File: config.mk
export PLATFORM = sky130hd
export DESIGN_NAME = rr_arbiter16
export DESIGN_NICKNAME = d
export VERILOG_FILES = /design/src/rtl/rr_arbiter16.sv
export SDC_FILE = /design/constraint.sdc
export NUM_CORES = 1
export LEC_CHECK = 0
export CORE_AREA = 2 2 90 92
export CTS_BUF_LIST = sky130_fd_sc_hd__clkbuf_4 sky130_fd_sc_hd__clkbuf_8 sky130_fd_sc_hd__clkbuf_16
export DETAILED_ROUTE_END_ITERATION = 12
export DIE_AREA = 0 0 92 94
export HOLD_SLACK_MARGIN = 0.15
export PLACE_DENSITY = 0.75
export SYNTH_ARGS = -nofsm -noshare
export SYNTH_HDL_FRONTEND = slang
export SYNTH_SLANG_ARGS = --single-unit
File: constraint.sdc
create_clock -name clk -period 4.48 [get_ports clk]
set_input_delay 1.344 -clock clk [delete_from_list [all_inputs] [get_ports clk]]
set_output_delay 1.344 -clock clk [all_outputs]
set_load 0.01 [all_outputs]
File: src/rtl/rr_arbiter16.sv
// rr_arbiter16: 16-way round-robin arbiter with registered one-hot grant held until done or request drop.
// Optional forced release after TIMEOUT_CYCLES busy cycles when RR_ARBITER16_TIMEOUT_EN is defined.
module rr_arbiter16 #(
  parameter int TIMEOUT_CYCLES = 255
) (
  input  logic        clk,
  input  logic        rst,
  input  logic [15:0] req,
  input  logic        done,
  output logic [15:0] gnt,
  output logic [3:0]  gnt_idx,
  output logic        gnt_valid,
  output logic        timeout
);
  localparam logic [0:0] IDLE = 1'b0;
  localparam logic [0:0] BUSY = 1'b1;
  if (TIMEOUT_CYCLES < 1 || TIMEOUT_CYCLES > 255) begin : g_bad_timeout
    $error("TIMEOUT_CYCLES out of range 1..255");
  end
  logic [0:0]  r_state;
  logic [3:0]  r_last;
  logic [3:0]  r_idx;
  logic [15:0] r_gnt;
  logic [3:0]  w_pick;
  logic        w_found;
  logic        w_hit;
  logic        w_rel;
  // Search upward from last+1; k=16 wraps back onto last itself.
  always_comb begin
    w_pick  = '0;
    w_found = 1'b0;
    for (int k = 1; k <= 16; k++) begin
      if (!w_found && req[r_last + 4'(k)]) begin
        w_pick  = r_last + 4'(k);
        w_found = 1'b1;
      end
    end
  end
  assign w_rel = done || !req[r_idx] || w_hit;
  always_ff @(posedge clk) begin
    if (rst) begin
      r_state <= IDLE;
      r_gnt   <= '0;
      r_idx   <= '0;
      r_last  <= 4'd15;
    end else if (r_state == IDLE) begin
      if (w_found) begin
        r_state <= BUSY;
        r_idx   <= w_pick;
        r_gnt   <= 16'h1 << w_pick;
      end
    end else if (w_rel) begin
      r_state <= IDLE;
      r_gnt   <= '0;
      r_idx   <= '0;
      r_last  <= r_idx;
    end
  end
`ifdef RR_ARBITER16_TIMEOUT_EN
  logic [7:0] r_cnt;
  logic       r_timeout;
  assign w_hit = (r_state == BUSY) && (r_cnt == 8'(TIMEOUT_CYCLES - 1));
  // Pulse only when the limit alone caused the release.
  always_ff @(posedge clk) begin
    if (rst) begin
      r_cnt     <= '0;
      r_timeout <= 1'b0;
    end else begin
      r_timeout <= w_hit && !done && req[r_idx];
      r_cnt     <= (r_state == BUSY) ? r_cnt + 8'd1 : 8'd0;
    end
  end
  assign timeout = r_timeout;
`else
  assign w_hit   = 1'b0;
  assign timeout = 1'b0;
`endif
  assign gnt       = r_gnt;
  assign gnt_idx   = r_idx;
  assign gnt_valid = (r_state == BUSY);
endmodule

Yosys cells after proc, flatten, opt, wreduce, memory -nomap -nowiden
Index checks and enable logic that the tools add are counted.
{"block": "totals", "ff_bits": 25, "input_bits": 19, "out_inout_bits": 22}
{"block": "op_classes", "add_sub_neg": 15, "magnitude_cmp": 17, "n_eq_ne": 1, "shift": 1, "mux": 75, "reduce_logical": 35}
{"operator": "$lt A4 B5 Y1 const B", "count": 17}
{"operator": "$mux W4", "count": 19}
{"operator": "$bmux W1 S4", "count": 17}
{"operator": "$mux W16", "count": 3}
{"operator": "$mux W1", "count": 36}
{"operator": "$add A4 B4 Y4 const B", "count": 8}
{"operator": "$add A4 B3 Y4 const B", "count": 4}
{"operator": "$logic_not A1 Y1", "count": 16}
{"operator": "$shl A1 B4 Y16 const A", "count": 1}
{"operator": "$logic_and A1 B1 Y1", "count": 15}
{"operator": "$add A4 B2 Y4 const B", "count": 2}
{"operator": "$add A4 B1 Y4 const B", "count": 1}
{"operator": "$reduce_and A2 Y1", "count": 2}
{"operator": "$ne A2 B1 Y1 const B", "count": 1}
{"operator": "$reduce_bool A2 Y1", "count": 1}
{"operator": "$logic_or A1 B1 Y1", "count": 1}

Logic depth before layout (Yosys ltp)
Gate-level depths: netlist of run 1.
{"block": "depth", "ltp_word": 52, "depth_mapped": 19}

Worst setup path before layout of run 1
No wires, ideal clock.
{"block": "synth_path", "kind": "register -> register", "from": "register r_last[0]", "to": "register r_gnt[12], in the netlist gnt[12]", "arrival_ps": 4314, "slack_ps": 79, "path_stages_with_launch": 18, "cell_sequence": "dfxtp_1 buf_4 buf_4 inv_2 clkbuf_1 ha_1 buf_6 buf_6 mux2_1 mux4_2 mux2_4 nor4_4 nand3_4 nor4_2 a211oi_1 or3_1 buf_6 o31ai_1"}
{"block": "synth_via", "elab_chain_len": 52, "elab_cells_between_ends": 114}
{"element": "start, declared", "line": "21", "text": "logic [3:0] r_last;"}
{"element": "start signal, assigned", "line": "56", "text": "r_last <= r_idx;"}
{"element": "$add A4 B1 Y4", "line": "33, 34"}
{"element": "$bmux W1 S4", "line": "33", "text": "if (!w_found && req[r_last + 4'(k)]) begin"}
{"element": "$mux W1 (implied by the code)", "line": "33"}
{"element": "$mux W1", "line": "33"}
{"element": "$logic_not A1 Y1", "line": "33"}
{"element": "$logic_and A1 B1 Y1", "line": "33"}
{"element": "$mux W1", "line": "33"}
{"element": "$logic_not A1 Y1", "line": "33"}
{"element": "[36 not listed]"}
{"element": "$logic_and A1 B1 Y1", "line": "33"}
{"element": "$mux W1", "line": "33"}
{"element": "$logic_not A1 Y1", "line": "33"}
{"element": "$logic_and A1 B1 Y1", "line": "33"}
{"element": "$mux W4", "line": "33"}
{"element": "$shl A1 B4 Y16", "line": "50", "text": "r_gnt <= 16'h1 << w_pick;"}
{"element": "$mux W16", "line": "47", "text": "if (w_found) begin"}
{"element": "$mux W16", "line": "46", "text": "end else if (r_state == IDLE) begin"}
{"element": "end signal, assigned", "line": "50"}
{"element": "end, declared", "line": "23", "text": "logic [15:0] r_gnt;"}
Several ways; a longest one is shown, not always the timed one. The select of a mux whose other input is x is not followed.
A chain may end at the register's enable or synchronous reset.

Worst setup path after layout of run 1
{"block": "layout_path", "from": "input req[3]", "to": "register r_gnt[1], in the netlist gnt[1]"}
{"block": "layout_via", "elab_chain_len": 51, "elab_cells_between_ends": 104}
{"element": "start, declared", "line": "8", "text": "input logic [15:0] req,"}
{"element": "$bmux W1 S4", "line": "33"}
{"element": "$mux W1 (implied by the code)", "line": "33"}
{"element": "$mux W1", "line": "33"}
{"element": "$logic_not A1 Y1", "line": "33"}
{"element": "$logic_and A1 B1 Y1", "line": "33"}
{"element": "$mux W1", "line": "33"}
{"element": "$logic_not A1 Y1", "line": "33"}
{"element": "$logic_and A1 B1 Y1", "line": "33"}
{"element": "[35 not listed]"}
{"element": "$logic_and A1 B1 Y1", "line": "33"}
{"element": "$mux W1", "line": "33"}
{"element": "$logic_not A1 Y1", "line": "33"}
{"element": "$logic_and A1 B1 Y1", "line": "33"}
{"element": "$mux W4", "line": "33"}
{"element": "$shl A1 B4 Y16", "line": "50"}
{"element": "$mux W16", "line": "47"}
{"element": "$mux W16", "line": "46"}
Several ways; a longest one is shown, not always the timed one. The select of a mux whose other input is x is not followed.

==> results of run 1 <==
worst register-to-register path, cell delays in order (launching register included):
cell and delay [ns]:
dfxtp_1 0.39, inv_2 0.06, ha_1 0.66, buf_4 0.33
mux4_2 0.42, mux4_2 0.55, or3_4 0.42, a311o_1 0.39
a32oi_1 0.24, o2111a_1 0.29, nand3_4 0.14, o31ai_1 0.26
sequential cells by signal, summed over array words and instances, names as in the netlist:
register   flops
gnt           16
gnt_idx        4
gnt_valid      1
r_last         4
per-layer routing:
layer	global-route usage	vias to the layer above	wire length, µm
li1	-	1947	-
met1	0.4095	2147	5652
met2	0.5588	295	7044
met3	0.04815	54	1260
met4	0.1082	0	571
met5	0	-	0
power by group:
part	switching [mW]	internal (mW)
combinational	2.15	1.88
clock	0.0762	0.0632
sequential	0.0600	0.294
logic make-up after synthesis:
family | after synthesis | synth area share
flops | 25 | 0.1301
buf+inv | 32 | 0.04357
other cells | 1 | 0.0009747
mux | 100 | 0.3912
compound gates | 99 | 0.1912
simple gates | 135 | 0.1876
fa+ha+maj | 8 | 0.02602
xor+xnor | 12 | 0.02927
cell usage in the layout, fill, tap and decap left out, types with 8 or more instances in the layout:
cell,Yosys,layout
nand2_1,44,44
nor2_1,17,16
nand4_1,9,9
clkdlybuf4s50_1,0,23
mux2_2,23,21
o31ai_1,18,10
buf_4,4,120
dfxtp_1,25,25
a21oi_1,14,13
mux4_2,37,37
mux2i_1,36,36
ha_1,8,8
nand3_1,15,12
dlymetal6s2s_1,0,15
nor3_1,9,8
what timing repair did:
action / 4_1_cts / 5_1_grt
pin swaps: 0 / 9
endpoints found under the setup margin: 17 / 19
setup buffers: 1 / 2
gates resized for setup: 12 / 50
cloned: 0 / 1
hold buffers: 0 / 0
endpoints found under the hold margin: 0 / 0
final cells by class:
class / count / area, µm² / area share
Tap cell: 102 / 127.6 / 0.02314
Clock buffer: 3 / 41.29 / 0.007488
Sequential cell: 25 / 500.5 / 0.09076
Clock inverter: 1 / 7.507 / 0.001361
Inverter: 7 / 26.28 / 0.004765
Multi-Input combinational cell: 356 / 3412 / 0.6188
Timing Repair Buffer: 163 / 1399 / 0.2537
worst max-delay path by stage:
stage	endpoint	depth (start not counted)	start	slack (ns)
finish	gnt[1]	9	req[3]	0.20
global route	gnt[1]	11	req[3]	0.08
CTS	gnt[13]	11	req[6]	-0.003
detailed placement	gnt[13]	11	req[10]	-0.48
global placement	gnt[0]	13	req[11]	-0.41
floorplan	gnt[12]	17	r_last[0]	0.08
==> impl_metrics.toml, run 1 <==
[status]
status = "finished, final reports clean"

[logic_synthesis]
synthCells = 412
ys_seq_area_frac = 0.1301
synth_warnings = 0
synth_cell_type_count = 70
synth_top_area_frac = 0.2166
synth_area_um2 = 3847
ys_top_cells_by_area = "mux4_2 22%, dfxtp_1 13%, mux2i_1 9.4%"
ys_seq_elements = 25
netlist_top_cells_count = "44 x nand2_1, 37 x mux4_2, 36 x mux2i_1, 25 x dfxtp_1, 23 x mux2_2"
synth_async_sr_flop_share = 0
synth_area_per_cell_um2 = 9.338
synth_top_area_cell = "mux4_2"
synth_edf_count = 0
synth_most_common_cell = "nand2_1"
synthFlopType = "dfxtp_1"
synthesis.nets = 439

[timing]
rsz0062_at_grt = "false"
hold_slack_ns = 0.4640
hold_violations = 0
period_minus_slack_ns = 4.280
drv_slew = 0
setup_viol = 0
tns_ns = 0
fin_skew_ns = 0.008413
layout_setup_ws_ns = 0.1995
slew_headroom = 0.5028
timing.final.crit_share = 0.9555
fmax_mhz = 233.6
tightest_slew_ns = 0.7433

[place]
placed_cells = 649
dp_hpwl_um = 10990
post_dp_cell_area_um2 = 5170
preCtsSetupSlack_ns = -0.4833
io_buffers = 39
gp_congestion = 1.037

[critical_path]
slowest_delay_ns = 0.55
reg2reg_depth = 11
rr_startpoint = "r_last[0]"
cp_common_cell = "mux4_2"
crit_buf_inv = 1
crit_type = "in2reg"
crit_family = "compound AO/OA/AOI/OAI gates"
r2r_slack_ns = 0.26
cp_max_fo = 5
endpoint_kind = "flip-flop"
timing.rr.end = "gnt[1]"
worst_setup_path_start_kind = "input pin"
crit_path_cell_trace = "dlygate4sd2_1, mux4_2, mux4_2, or3_4, a311o_1, a32oi_1, o2111a_1, nand3_4, o31ai_1"
required_ns = 4.67
worstPathArrival_ns = 4.47
slowest_stage = "mux4_2"

[die]
rows = 32
core_area_um2 = 7607
dieHeight_um = 94
initial_core_util = 0.5058
dieArea_um2 = 8648
die_x_um = 92
ios = 41

[pwr]
powerDensity_nw_per_um2 = 820.4
peakVddDrop_mv = 0.3871
leakage_nw = 2.272
p_total_mw = 4.524

[min_path]
whs_path_depth = 2
min_to = "gnt[4]"
hp-class = "reg2reg"
holdCritStartpoint = "gnt[4]"

[drt]
drt_iter0_markers = 534
wire_per_inst_um = 22.11
postRouteAntennaNets = 0
vias = 4443
drcViolationCount = 0
first_pass_iters = 6
vias_per_cell = 6.763
wirelength_um = 14530

[cells_and_area]
area_delta_synth_final_pct = 43.32
n_antenna_cell = 0
nFillCells = 541
final_nets = 583
stdcell_count = 657
fin_area_um2 = 5514
post-route-util = 0.7248
drive_gt1_frac = 0.4252

[global_routing]
grt_pass1_vias = 4274
antenna_found_initial = 0
overflow = 0
grt_pass1_wl_um = 21940
grt_max_degree = 32
track_usage = 0.3213

[clock_network]
clk_latency_ns = 0.28
numCtsBuffers = 3
cts_tree = "built"
h-tree-depth = 1
cts_root_buf = "clkbuf_8"
clockBufferDepth = 2
numClockSinks = 25
clk_pin_slew_worst_paths_ns = 0.09

[flow_run]
cap_violations = 0
(Power assumes the default switching activity.)
==> run 2, diff against run 1 <==
--- a/config.mk
+++ b/config.mk
@@ -7,8 +7,8 @@
 export LEC_CHECK = 0
-export CORE_AREA = 2 2 90 92
+export CORE_AREA = 2 2 116 73
 export CTS_BUF_LIST = sky130_fd_sc_hd__clkbuf_4 sky130_fd_sc_hd__clkbuf_8 sky130_fd_sc_hd__clkbuf_16
 export DETAILED_ROUTE_END_ITERATION = 12
-export DIE_AREA = 0 0 92 94
+export DIE_AREA = 0 0 118 75
 export HOLD_SLACK_MARGIN = 0.15
-export PLACE_DENSITY = 0.75
+export PLACE_DENSITY = 0.74
 export SYNTH_ARGS = -nofsm -noshare
--- a/constraint.sdc
+++ b/constraint.sdc
@@ -3,2 +3,2 @@
 set_output_delay 1.344 -clock clk [all_outputs]
-set_load 0.01 [all_outputs]
+set_load 0.05 [all_outputs]
==> run 2 against run 1 <==
Net effect: via count unchanged; die area up 2.3%; sequential power up 4%; highest routed layer unchanged.
==> impl_metrics.toml, run 2 (synthesis gave the netlist of run 1 again) <==
[status]
status = "finished, final reports clean"

[critical_path]
crit_buf_inv = 4
endpoint = "gnt[8]"
r2r_slack_ns = 0.18
crit_path_cell_trace = "dlygate4sd2_1, buf_4, mux4_2, buf_4, mux4_2, o221a_1, a221oi_1, o32ai_2, a211oi_1, o21ai_1, buf_4, o31ai_1"
rr_startpoint = "r_last[0]"
endpoint_kind = "flip-flop"
crit_type = "in2reg"
worstPathArrival_ns = 4.58
timing.rr.end = "gnt[7]"
path_depth = 12
reg2reg_depth = 12
crit_family = "compound AO/OA/AOI/OAI gates"
cp-startpoint = "req[1]"
cp_max_fo = 8
slowest_delay_ns = 0.48
slowest_stage = "mux4_2"
required_ns = 4.66
worst_setup_path_start_kind = "input pin"
cp_common_cell = "buf_4"

[timing]
timing.final.crit_share = 0.9828
fin_skew_ns = 0.003304
fmax_mhz = 227.1
hold_violations = 0
period_minus_slack_ns = 4.403
drv_slew = 0
setup_viol = 0
rsz0062_at_grt = "true"
tightest_slew_ns = 1.211
layout_setup_ws_ns = 0.07693
slew_headroom = 0.1866

[clock_network]
numClockSinks = 25
clockBufferDepth = 2
numCtsBuffers = 3
cts_tree = "built"
clk_pin_slew_worst_paths_ns = 0.07
clk_latency_ns = 0.26
cts_root_buf = "clkbuf_16"
holdBufCountCts = 0
h-tree-depth = 1

[drt]
drcViolationCount = 0
vias = 4443
drt_iter0_markers = 505
wirelength_um = 15210
vias_per_cell = 6.752
first_pass_iters = 5
postRouteAntennaNets = 0
wire_per_inst_um = 23.12

[cells_and_area]
n_antenna_cell = 0
final_common_cell = "buf_4"
final_nets = 578
area_delta_synth_final_pct = 36.59
nFillCells = 687
largest_reg_flops = 16
seq_area_um2 = 500.5
final_cell_mix = "119 x buf_4, 44 x nand2_1, 37 x mux4_2"
drive_gt1_frac = 0.3855
stdcell_count = 658
multi_input_area_um2 = 3229

[die]
initial_core_util = 0.4980
ios = 41
dieHeight_um = 75
core_area_um2 = 7726
die_x_um = 118
dieArea_um2 = 8850
rows = 25

[global_routing]
overflow = 0
antenna_found_initial = 0
grt_pass1_vias = 4226
grt_max_degree = 28
track_usage = 0.3498
grt_pass1_wl_um = 23680

[place]
gp_congestion = 1.010
io_buffers = 39
placed_cells = 652
dp_hpwl_um = 12160
preCtsSetupSlack_ns = -0.6701

[flow_run]
cap_violations = 0

[pwr]
power_switching_mw = 2.393
intPower_mw = 2.184
p_clk_frac = 0.045
p_comb_frac = 0.875
peakVddDrop_mv = 0.4555
switching_share = 0.5228
leakage_nw = 2.084
sequentialPowerShare = 0.080
powerDensity_nw_per_um2 = 870.9

[min_path]
holdCritStartpoint = "gnt[0]"
hp-class = "reg2reg"
## run 2: changes by cell type in the layout (fill, tap and decap cells not counted), sizes merged
| cell | delta |
|---|---|
| clkinv | +1 |
| dlygate4sd2 | +15 |
| or3 | -1 |
| dlymetal6s2s | -15 |
| buf | -4 |
| clkinvlp | -1 |
## run 2: what timing repair did
action                                  CTS  global route
pin swaps                                 1             3
resized for setup                        22             9
buffers inserted                          1             1
endpoints found under the setup margin   18            16
endpoints found under the hold margin     0             0
## run 2: layout make-up
| cell class | instances | share of cell area |
|---|---|---|
| clock buffers | 3 | 0.01429 |
| clock inverters | 1 | 0.0009524 |
| inverters | 7 | 0.005000 |
| multi-input cells | 355 | 0.6145 |
| flip-flops and latches | 25 | 0.09524 |
| well taps | 108 | 0.02571 |
| repair buffers | 159 | 0.2443 |
## run 2: metal layers
metal / global-route usage / share of wire
met1: 0.4844 / 0.42
met2: 0.5381 / 0.41
met3: 0.1250 / 0.15
met4: 0.06426 / 0.021
met5: 0 / 0
## run 2: tightest hold or removal path, delay by kind of cell (launching register included)
family           cells  cell delay, ns
AND/OR/NAND/NOR      1            0.05
AO/OA/AOI/OAI        1            0.05
flip-flops           1            0.33
## run 2: worst min path at each step
stage / cells past startpoint / endpoint / slack, ns
6_report: 2 / gnt[0] / 0.46
4_1_cts: 2 / gnt[0] / 0.46
3_5_place_dp: 2 / gnt[0] / 0.44
5_1_grt: 2 / gnt[10] / 0.47
3_3_place_gp: 2 / gnt[1] / 0.44
2_1_floorplan: 2 / gnt[13] / 0.67
## run 2: power by group through the flow
stage	clock network, mW	logic [mW]	registers, mW
2_1_floorplan	0	2.03	0.555
3_3_place_gp	0	3.71	0.365
3_5_place_dp	0	3.75	0.370
4_1_cts	0.202	3.82	0.366
5_1_grt	0.213	4.21	0.377
6_report	0.205	4.00	0.368
## run 2: stage by stage
step           TNS (ns)  total power [mW]  instance area, µm²    util  hold WS [ns]
2_1_floorplan         0             2.584                3847       -        0.6722
3_3_place_gp     -8.211             4.070                5130  0.6640        0.4365
3_5_place_dp     -9.238             4.118                5130  0.6640        0.4427
4_1_cts               0             4.386                5216  0.6751        0.4577
5_1_grt        -0.02012             4.797                5255  0.6802        0.4711
6_report              0             4.577                5255  0.6802        0.4570
